`src/rtl/fetch_queue.sv`:
```
// fetch_queue: owns the fetch PC, issues one instruction-memory read per cycle
// (fixed 1-cycle read latency) and buffers the returned instructions in a
// DEPTH-entry queue that feeds decode through a valid/ready handshake.
// A redirect reloads the PC and flushes both queued and in-flight fetches.
//
// Ports:
//   clk, rst_n         clock (rising edge), asynchronous active-low reset
//   redirect_valid/pc  load a new fetch PC and flush everything this cycle
//   imem_req/addr      read request and address (address is the current PC)
//   imem_rdata         read data, returned the cycle after imem_req
//   out_valid/ready    head-of-queue handshake towards decode
//   out_instr/pc/npc   head instruction, its PC and PC + PC_STEP
//   q_count            occupied queue entries
//
// Optional feature (define FETCH_QUEUE_PERF_EN):
//   perf_fetched       responses written into the queue (wraps at 2^32)
//   perf_flushed       entries plus in-flight responses discarded by redirects
module fetch_queue #(
    parameter int unsigned     XLEN     = 32,
    parameter int unsigned     DEPTH    = 4,
    parameter logic [XLEN-1:0] RESET_PC = '0,
    parameter int unsigned     PC_STEP  = 4
) (
    input  logic                         clk,
    input  logic                         rst_n,
    input  logic                         redirect_valid,
    input  logic [XLEN-1:0]              redirect_pc,
    output logic                         imem_req,
    output logic [XLEN-1:0]              imem_addr,
    input  logic [XLEN-1:0]              imem_rdata,
    output logic                         out_valid,
    input  logic                         out_ready,
    output logic [XLEN-1:0]              out_instr,
    output logic [XLEN-1:0]              out_pc,
    output logic [XLEN-1:0]              out_npc,
    output logic [$clog2(DEPTH+1)-1:0]   q_count
`ifdef FETCH_QUEUE_PERF_EN
    ,
    output logic [31:0]                  perf_fetched,
    output logic [31:0]                  perf_flushed
`endif
);

    localparam int unsigned PTR_W = $clog2(DEPTH);
    localparam int unsigned CNT_W = $clog2(DEPTH + 1);
    localparam int unsigned OCC_W = CNT_W + 1;

    typedef struct packed {
        logic [XLEN-1:0] instr;
        logic [XLEN-1:0] pc;
    } entry_t;

    entry_t            fifo_q [DEPTH];
    entry_t            head_entry;

    logic [XLEN-1:0]   pc_q, pc_d;
    logic [XLEN-1:0]   inflight_pc_q, inflight_pc_d;
    logic              inflight_q, inflight_d;
    logic [PTR_W-1:0]  head_q, head_d;
    logic [PTR_W-1:0]  tail_q, tail_d;
    logic [CNT_W-1:0]  count_q, count_d;

    logic              not_empty;
    logic              issue;
    logic              enq;
    logic              deq;
    logic [OCC_W-1:0]  occupancy;

    // Issue/enqueue/dequeue qualifiers. The in-flight slot is counted as
    // occupied so a returning response always finds a free entry.
    always_comb begin
        not_empty = (count_q != '0);
        occupancy = OCC_W'(count_q) + OCC_W'(inflight_q);
        issue     = rst_n && !redirect_valid && (occupancy < OCC_W'(DEPTH));
        enq       = inflight_q && !redirect_valid;
        deq       = not_empty && !redirect_valid && out_ready;
    end

    // Output drive; head fields read as zero while the queue is empty.
    always_comb begin
        head_entry = fifo_q[head_q];
        imem_req   = issue;
        imem_addr  = pc_q;
        out_valid  = not_empty && !redirect_valid;
        out_instr  = not_empty ? head_entry.instr : '0;
        out_pc     = not_empty ? head_entry.pc : '0;
        out_npc    = not_empty ? head_entry.pc + XLEN'(PC_STEP) : '0;
        q_count    = count_q;
    end

    // Next-state: redirect overrides issue, enqueue and dequeue.
    always_comb begin
        pc_d          = pc_q;
        inflight_d    = 1'b0;
        inflight_pc_d = inflight_pc_q;
        head_d        = head_q;
        tail_d        = tail_q;
        count_d       = count_q;
        if (redirect_valid) begin
            pc_d    = redirect_pc;
            head_d  = '0;
            tail_d  = '0;
            count_d = '0;
        end else begin
            if (issue) begin
                inflight_d    = 1'b1;
                inflight_pc_d = pc_q;
                pc_d          = pc_q + XLEN'(PC_STEP);
            end
            if (enq) begin
                tail_d = tail_q + PTR_W'(1);
            end
            if (deq) begin
                head_d = head_q + PTR_W'(1);
            end
            case ({enq, deq})
                2'b10:   count_d = count_q + CNT_W'(1);
                2'b01:   count_d = count_q - CNT_W'(1);
                default: count_d = count_q;
            endcase
        end
    end

    // Control state.
    always_ff @(posedge clk or negedge rst_n) begin
        if (!rst_n) begin
            pc_q          <= RESET_PC;
            inflight_q    <= 1'b0;
            inflight_pc_q <= '0;
            head_q        <= '0;
            tail_q        <= '0;
            count_q       <= '0;
        end else begin
            pc_q          <= pc_d;
            inflight_q    <= inflight_d;
            inflight_pc_q <= inflight_pc_d;
            head_q        <= head_d;
            tail_q        <= tail_d;
            count_q       <= count_d;
        end
    end

    // Queue storage; contents are only observed through a nonzero count,
    // so no reset is needed here.
    always_ff @(posedge clk) begin
        if (enq) begin
            fifo_q[tail_q] <= {imem_rdata, inflight_pc_q};
        end
    end

`ifdef FETCH_QUEUE_PERF_EN
    logic [31:0] perf_fetched_q, perf_fetched_d;
    logic [31:0] perf_flushed_q, perf_flushed_d;

    // A redirect discards the whole queue plus any response returning now.
    always_comb begin
        perf_fetched_d = perf_fetched_q + 32'(enq);
        perf_flushed_d = perf_flushed_q;
        if (redirect_valid) begin
            perf_flushed_d = perf_flushed_q + 32'(count_q) + 32'(inflight_q);
        end
    end

    always_ff @(posedge clk or negedge rst_n) begin
        if (!rst_n) begin
            perf_fetched_q <= '0;
            perf_flushed_q <= '0;
        end else begin
            perf_fetched_q <= perf_fetched_d;
            perf_flushed_q <= perf_flushed_d;
        end
    end

    assign perf_fetched = perf_fetched_q;
    assign perf_flushed = perf_flushed_q;
`endif

endmodule
```
`config.mk`:
```
export PLATFORM = sky130hd
export DESIGN_NAME = fetch_queue
export DESIGN_NICKNAME = d
export VERILOG_FILES = /design/src/rtl/fetch_queue.sv
export SDC_FILE = /design/constraint.sdc
export NUM_CORES = 1
export LEC_CHECK = 0
export ABC_AREA = 1
export CORE_MARGIN = 5
export CORE_UTILIZATION = 55
export DETAILED_ROUTE_END_ITERATION = 10
export DONT_BUFFER_PORTS = 1
export PLACE_DENSITY = 0.67
export SYNTH_ARGS = -nofsm -noshare
export SYNTH_HDL_FRONTEND = slang
export SYNTH_SLANG_ARGS = --single-unit
```
`constraint.sdc`:
```
create_clock -name clk -period 7.34 [get_ports clk]
set_input_delay 0.367 -clock clk [delete_from_list [all_inputs] [get_ports clk]]
set_output_delay 0.367 -clock clk [all_outputs]
set_load 0.005 [all_outputs]
```
======== After elaboration in Yosys (flattened, before gate mapping) ========
Memories as Yosys holds them, arrays and structs flattened.
Index checks and enable logic that the tools add are counted.
cells by class
  magnitude comparators ................... 1
  $add $sub $neg .......................... 7
  muxes and demuxes ....................... 15
  bitwise logic cells ..................... 1
  reductions and logical operators ........ 12
  equality and inequality tests ........... 2
operator list
  cell                     number
  $mux W32                 5
  $add A32 B3 Y32 const B  2
  $mux W2                  4
  $pmux W3 S2              1
  $reduce_bool A2 Y1       3
  $reduce_bool A3 Y1       2
  $logic_and A1 B1 Y1      5
  $add A2 B1 Y2 const B    2
  $add A3 B1 Y4            1
  $lt A4 B3 Y1 const B     1
  $mux W1                  4
  $add A3 B1 Y3 const B    1
  $mux W3                  1
  $sub A3 B1 Y3 const B    1
  $eq A2 B1 Y1 const B     1
  $eq A2 B2 Y1 const B     1
  $reduce_and A2 Y1        1
  $logic_not A1 Y1         1
  $not A1 Y1               1
word-level totals
  bits in writable memories ............... 256
  memories ................................ 1
  logic and storage cells ................. 45
  bits in registers ....................... 72
  output and inout bits ................... 133
memories
  name    words  bits a word  read ports  clocked after memory_dff  write ports  RTL line  RTL
  fifo_q  4      64           1           0                         1            53        entry_t fifo_q [DEPTH];

======== Longest topological paths before layout ========
Gate-level depths: netlist of the first run.
  depth after elaboration ................. 6
  gate-level depth with buffers ........... 16
  mapped depth without buffers ............ 15

======== Worst setup path before layout of the first run ========
No wires, ideal clock.
  path kind ............................... flip-flop to flip-flop
  from .................................... register tail_q[0]
  to ...................................... memory fifo_q[2][0] (netlist bit), enable pin
  required time ........................... 6.854 ns
  path slack .............................. 3.538 ns
  data arrival time ....................... 3.316 ns
  stages on the path, launching flop included .. 5
  period minus slack after synthesis ...... 3.802 ns
  library setup time ...................... 0.486 ns
  cells stage by stage .................... dfrtp_1 inv_1 ha_1 inv_1 nor2_1
RTL lines
  item                      RTL line  RTL
  start: declaration        60        logic [PTR_W-1:0] tail_q, tail_d;
  start signal: assignment  138       tail_q <= tail_d;
  end: declaration          53
Straight into the memory's write port.

======== Worst setup path in the final report of the first run ========
  from .................................... register head_q[0]
  to ...................................... output out_npc[21]
between the ends
  longest elaborated chain between the ends .. 3
ends and longest elaborated chain
  item                      RTL line  RTL
  start: declaration        59        logic [PTR_W-1:0] head_q, head_d;
  start signal: assignment  130       head_q <= '0;
  start signal: assignment  137       head_q <= head_d;
  $mem_v2 Z4 W64            -
  $add A32 B3 Y32           87        out_npc = not_empty ? head_entry.pc + XLEN'(PC_STEP) : '0;
  $mux W32                  87
  end: declaration          35        output logic [XLEN-1:0] out_npc,
No other way between the ends.

==> impl_metrics.yaml, run 1 <==
synth:
  synth_warnings: 0
  syn_area_um2: 15140
  synth_edf_count: 256
  synthesis.nets: 1709
  async_reset_ff_share_pct: 21.95
  synth.area.mux_share_pct: 0
  ys.flop_type: "edfxtp_1"
  ys_seq_area_share_pct: 62.68
  synth_compound_area_share_pct: 7.124
  synth-seq-cells: 328
  yosys.area_share.xor_xnor_pct: 0.9256
  synthSimpleGateAreaFrac_pct: 24.08
  syn_inst: 1634
  yosys.area.top_type: "edfxtp_1"
  synth.distinct_cells: 33
  yosys-top-cells-area: "edfxtp_1 (51%), nand2_1 (12%), dfrtp_1 (12%)"
  synth_top_family_by_area: "simple AND/OR/NAND/NOR gates"
  synth_top_area_share_pct: 50.78
  synth_area_per_cell_um2: 9.265
  yosys.area_share.adder_pct: 0.6281
worst_setup_path:
  startpoint_type: "register"
  reg2reg_to: "q_count[2]$_DFFE_PN0P_"
  arrival_ns: 4.35
  crit_family: "buffers and inverters"
  critPathMaxFanout: 80
  cp-startpoint: "head_q[0]$_DFFE_PN0P_"
  r2r-start: "q_count[0]$_DFFE_PN0P_"
  end_kind: "output pin"
  r2r_cells: 13
  slowest_stage: "clkinv_2"
  path_buf_inv: 3
  cp_cell_sequence: "clkinv_2 > buf_4 > nand2_1 > nand3_1 > nand2_1 > nand2_1 > nor2_1 > nand2_1 > nor2_2 > nand2_1 > nand2_1 > inv_1 > nor2_1"
  worst_path_largest_cell_delay_ns: 0.99
  critical_path_class: "register to output pin"
  crit_path_frequent_cell: "nand2_1"
  worstPathRequired_ns: 6.97
  reg2reg_setup_slack_ns: 3.53
timing:
  slew_viol_final: 0
  rsz0062_at_grt: "no"
  fin_worst_skew_ns: 0.02776
  fin_tns_setup_ns: 0
  fin_crit_ns: 4.715
  post-route-period-util_pct: 64.23
  maxSlewHeadroom_pct: 22.03
  worst_pin_slew_ns: 1.166
  timing.fmax_mhz: 212.1
  hold_violations: 0
  report.final.setup_viol: 0
clock_network:
  clk_latency_ns: 0.51
  root_buffer: "clkbuf_16"
  cts_setup_buffers: 0
  cts.clk_slew.worst_paths_ns: 0.06
  htreeDepth: 2
  cts_resized: 0
  cts_tree: "built"
  cts.sinks: 328
  clockBufferDepth: 3
  numCtsBuffers: 34
global_routing:
  grt_pass1_vias: 10790
  gr-usage-all-layers_pct: 23.28
  grtUsageMet2_pct: 35.70
  antenna_found_initial: 0
  grtUsageMet1_pct: 34.12
  overflow: 0
  grt_use_met3_pct: 5.209
  grt_max_degree: 81
  grt-busiest-layer: "met2"
  grt_pass1_wl_um: 57750
detailed_routing:
  drt-initial-drc-count: 891
  vias: 11290
  wire_per_inst_um: 18.00
  antenna_left: 0
  firstDrtPassIters: 5
  viasPerCell: 5.583
  drcViolationCount: 0
  wl_um: 36390
power:
  power_density_nw_per_um2: 265.8
  finalPower_mw: 4.498
  p_leak_nw: 6.683
  vdd_drop_max_uv: 244.3
cells_and_area:
  drive_gt1_share_pct: 4.343
  n_antenna_cell: 0
  nets: 1733
  finalInstanceArea_um2: 16920
  fillCellCount: 2170
  synthToLayoutAreaGrowth_pct: 11.78
placement:
  placed_area_um2: 15320
  portBuffers: 0
  gp_congestion: 0.9473
  place_hpwl_um: 23110
floorplanning:
  dieArea_um2: 30940
  die_y_um: 175.9
  die_w_um: 175.9
  initial_core_util_pct: 56.02
  io_pins: 201
  core_um2: 27030
  row_count: 60
run:
  maxCapViolCount: 0
worst_hold_path:
  hp-class: "input pin to register"
  hold_start: "redirect_valid"
  whs_endpoint: "imem_addr[3]$_DFFE_PN0P_"
  hold_depth: 2
outcome:
  status: "completed"
[cell usage after synthesis, types with 2 or more instances]
cell type / number
buf_1: 11
o211ai_1: 11
nor4_1: 3
o21ai_0: 121
dfrtp_1: 72
nand3_1: 104
clkinv_1: 4
o21bai_1: 4
clkbuf_1: 30
edfxtp_1: 256
o221ai_1: 7
buf_4: 6
o21ai_1: 2
xor2_1: 14
nand4_1: 12
inv_2: 4
buf_6: 3
nor2_2: 5
nor2_1: 290
a21oi_1: 50
nor3_1: 10
inv_1: 82
ha_1: 6
nand2_1: 494
xnor2_1: 2
buf_2: 24
[cell families (layout without fill, tap and decap cells)]
family,after synthesis,in the layout
and+or+nand+nor,919,919
AOI/OAI and AO/OA,200,200
buffers and inverters,164,211
adders and majority gates,7,7
xor gates and xnor gates,16,16
DFF,328,328
[final cells by class]
cell class / count / area (um2) / area share [%]
Sequential cell: 328 / 9494 / 56.10
Clock buffer: 45 / 954.7 / 5.641
Timing Repair Buffer: 62 / 613.1 / 3.623
Multi-Input combinational cell: 1142 / 4990 / 29.49
Clock inverter: 14 / 105.1 / 0.6211
Inverter: 90 / 339.1 / 2.004
Tap cell: 341 / 426.7 / 2.521
[what timing repair did]
item,4_1_cts,5_1_grt
setup endpoints to repair,0,0
hold buffers,52,0
hold endpoints to repair,216,0
[how the worst max path moves through the flow]
stage | endpoint | depth (start not counted)
6_report | out_npc[21] | 13
3_5_place_dp | out_npc[21] | 13
3_3_place_gp | out_npc[21] | 13
5_1_grt | out_npc[26] | 13
4_1_cts | out_npc[26] | 13
2_1_floorplan | fifo_q[2][0]$_DFFE_PP_ | 4
[per-stage QoR]
step	setup WS, ns	util [%]	hold slack, ns	cells
floorplan	3.538	-	0.07141	1634
global placement	3.220	56.70	0.07499	1911
detailed placement	3.130	56.70	0.07469	1911
CTS	2.583	62.62	0.0009791	2022
global route	2.148	62.62	0.009175	2022
finish	2.625	62.62	0.01552	2022
[sequential cells by signal, indices dropped and copies added, names as in the netlist]
register and count:
imem_addr 32, head_q 2, q_count 3, inflight_q 1
tail_q 2, inflight_pc_q 32, fifo_q 256
[cells in the final DEF (no fill, tap or decap), types with 9 or more instances in the layout]
cell	instances
nand2_1	494
nor2_1	286
edfxtp_1	256
o21ai_0	121
nand3_1	104
inv_1	82
dfrtp_1	70
dlygate4sd3_1	51
a21oi_1	50
clkbuf_16	36
xor2_1	14
nand4_1	12
o211ai_1	11
nor3_1	10
buf_4	10
clkinv_1	9
[report_power, final]
group          total, mW  switching (mW)  internal, mW
clock network       1.62           0.665         0.951
registers           2.24           0.122          2.12
logic              0.638           0.458         0.180
total               4.50            1.24          3.25
[per-layer routing]
layer | wire length, um | vias up
met1 | 16750 | 5344
met2 | 16010 | 396
met5 | 0 | -
li1 | - | 5498
met3 | 2936 | 51
met4 | 700 | 0
Power figures use the tool's default switching activity.
==> inputs of run 2 (changes only) <==
--- a/config.mk
+++ b/config.mk
@@ -10,7 +10,7 @@
 export CORE_UTILIZATION = 55
 export DETAILED_ROUTE_END_ITERATION = 10
 export DONT_BUFFER_PORTS = 1
-export PLACE_DENSITY = 0.67
+export PLACE_DENSITY = 0.7
 export SYNTH_ARGS = -nofsm -noshare
 export SYNTH_HDL_FRONTEND = slang
 export SYNTH_SLANG_ARGS = --single-unit
==> constraint.sdc (replaced) <==
create_clock -name clk -period 4.3 [get_ports clk]
set_input_delay 0.215 -clock clk [delete_from_list [all_inputs] [get_ports clk]]
set_output_delay 0.215 -clock clk [all_outputs]
set_load 0.005 [all_outputs]
==> run 2 against run 1 <==
Compared with the run above: final cell count increased by 1.1%; sequential cell count unchanged; sequential share of layout area decreased by 0.90 points; die area unchanged; sequential power up 71%; clock skew fell by 0.00072 ns; routed wire length up 1.7%; critical path type unchanged; largest cell class unchanged; via count increased by 0.50%; critical endpoint is now out_npc[28]; cell area is 1.6% higher; critical path depth unchanged.
==> impl_metrics.yaml, run 2 (synthesis gave the netlist of run 1 again) <==
outcome:
  status: "completed"
timing:
  maxSlewHeadroom_pct: 29.29
  hold_violations: 0
  fin_crit_ns: 3.775
  fin_worst_skew_ns: 0.02704
  finalWorstSetupSlack_ns: 0.5247
  slew_viol_final: 0
  fin_hold_ws_ns: 0.04485
  timing.fmax_mhz: 264.9
  fin_tns_setup_ns: 0
  rsz0062_at_grt: "no"
  worst_pin_slew_ns: 1.058
  post-route-period-util_pct: 87.80
  report.final.setup_viol: 0
worst_setup_path:
  arrival_ns: 3.56
  critPathMaxFanout: 51
  critical_path_class: "register to output pin"
  worstPathRequired_ns: 4.09
  end_kind: "output pin"
  startpoint_type: "register"
clock_network:
  clockBufferDepth: 3
  clk_latency_ns: 0.50
  cts.clk_slew.worst_paths_ns: 0.06
  root_buffer: "clkbuf_16"
  cts.sinks: 328
  cts_tree: "built"
  htreeDepth: 2
  cts_setup_buffers: 0
  numCtsBuffers: 35
detailed_routing:
  antenna_left: 0
  vias: 11350
  drt-initial-drc-count: 1024
  firstDrtPassIters: 6
  wl_um: 37000
  wire_per_inst_um: 18.10
  drcViolationCount: 0
  viasPerCell: 5.550
cells_and_area:
  most-common-layout-cells: "nand2_1 (494), nor2_1 (286), edfxtp_1 (256), o21ai_0 (121), nand3_1 (104)"
  synthToLayoutAreaGrowth_pct: 13.59
  top_register: "fifo_q"
  n_antenna_cell: 0
  drive_gt1_share_pct: 4.698
  final_common_cell: "nand2_1"
  fillCellCount: 2206
  nets: 1754
  largest_reg_flops: 256
global_routing:
  antenna_found_initial: 0
  grt_pass1_vias: 10820
  grt_max_degree: 90
  grt_pass1_wl_um: 59060
  overflow: 0
  gr-usage-all-layers_pct: 23.93
power:
  power_density_nw_per_um2: 451.5
  vdd_drop_max_uv: 348.5
  p_leak_nw: 6.800
floorplanning:
  core_um2: 27030
  dieArea_um2: 30940
  row_count: 60
  initial_core_util_pct: 56.02
  die_w_um: 175.9
  die_y_um: 175.9
  io_pins: 201
placement:
  pre_cts_slack_ns: 1.020
  gp_congestion: 0.9189
  place_hpwl_um: 23860
  portBuffers: 0
run:
  maxCapViolCount: 0
worst_hold_path:
  hp-class: "input pin to register"
-- run 2: final timing paths --
| check | cells past startpoint | to | slack (ns) | from |
|---|---|---|---|---|
| max in group asynchronous | 2 | head_q[0]$_DFFE_PN0P_ | 3.70 | rst_n |
| min in group asynchronous | 2 | imem_addr[27]$_DFFE_PN0P_ | 0.24 | rst_n |
| worst min-delay path | 2 | imem_addr[1]$_DFFE_PN0P_ | 0.04 | redirect_valid |
| worst max register to register | 7 | imem_addr[17]$_DFFE_PN0P_ | 1.66 | q_count[2]$_DFFE_PN0P_ |
| worst max-delay path | 13 | out_npc[28] | 0.52 | head_q[0]$_DFFE_PN0P_ |
| worst min register to register | 0 | fifo_q[0][0]$_DFFE_PP_ | 0.51 | inflight_pc_q[0]$_DFFE_PN0P_ |
-- run 2: critical path: stages, from the launching register on --
cell      delay [ns]
dfrtp_4         0.75
clkinv_2        0.49
nand2_1         0.16
o211ai_1        0.09
nand2_1         0.19
ha_1            0.20
nand3_1         0.10
nor2_1          0.21
nand2_1         0.16
nor2_2          0.25
nand3_1         0.10
nand2_1         0.07
nand2_1         0.06
nor2_1          0.21
-- run 2: final cells by class --
cell class / instances / area (um2) / share of cell area [%]
inverter: 90 / 339.1 / 1.972
sequential: 328 / 9494 / 55.21
timing repair buffer: 82 / 873.3 / 5.078
clock buffer: 45 / 937.1 / 5.449
tap: 341 / 426.7 / 2.481
clock inverter: 16 / 137.6 / 0.8003
multi-input combinational: 1142 / 4990 / 29.01
-- run 2: metrics by stage --
| step | utilization [%] | instance area (um2) | total power, mW | instances |
|---|---|---|---|---|
| floorplan | - | 15140 | 4.591 | 1634 |
| global placement | 57.07 | 15420 | 4.893 | 1916 |
| detailed placement | 57.07 | 15420 | 4.921 | 1916 |
| CTS | 63.63 | 17200 | 7.807 | 2044 |
| global route | 63.63 | 17200 | 8.133 | 2044 |
| finish | 63.63 | 17200 | 7.766 | 2044 |
-- run 2: metal layers --
| metal | global-route usage [%] | up-vias | part of all wire [%] |
|---|---|---|---|
| li1 | - | 5535 | - |
| met1 | 34.75 | 5284 | 44 |
| met2 | 37.04 | 469 | 45 |
| met3 | 5.596 | 57 | 9.3 |
| met4 | 5.783 | 0 | 1.9 |
| met5 | 0 | - | 0 |
-- run 2: repair_timing --
item                                   4_1_cts  5_1_grt
endpoints found under the hold margin      236        0
hold buffers                                67        0
setup endpoints to repair                    0        0
resized for setup                            0        0
-- run 2: report_power, final --
part	switching [mW]	total, mW	internal [mW]
clock network	1.15	2.81	1.66
registers	0.203	3.83	3.62
logic	0.800	1.13	0.327
total	2.15	7.77	5.61
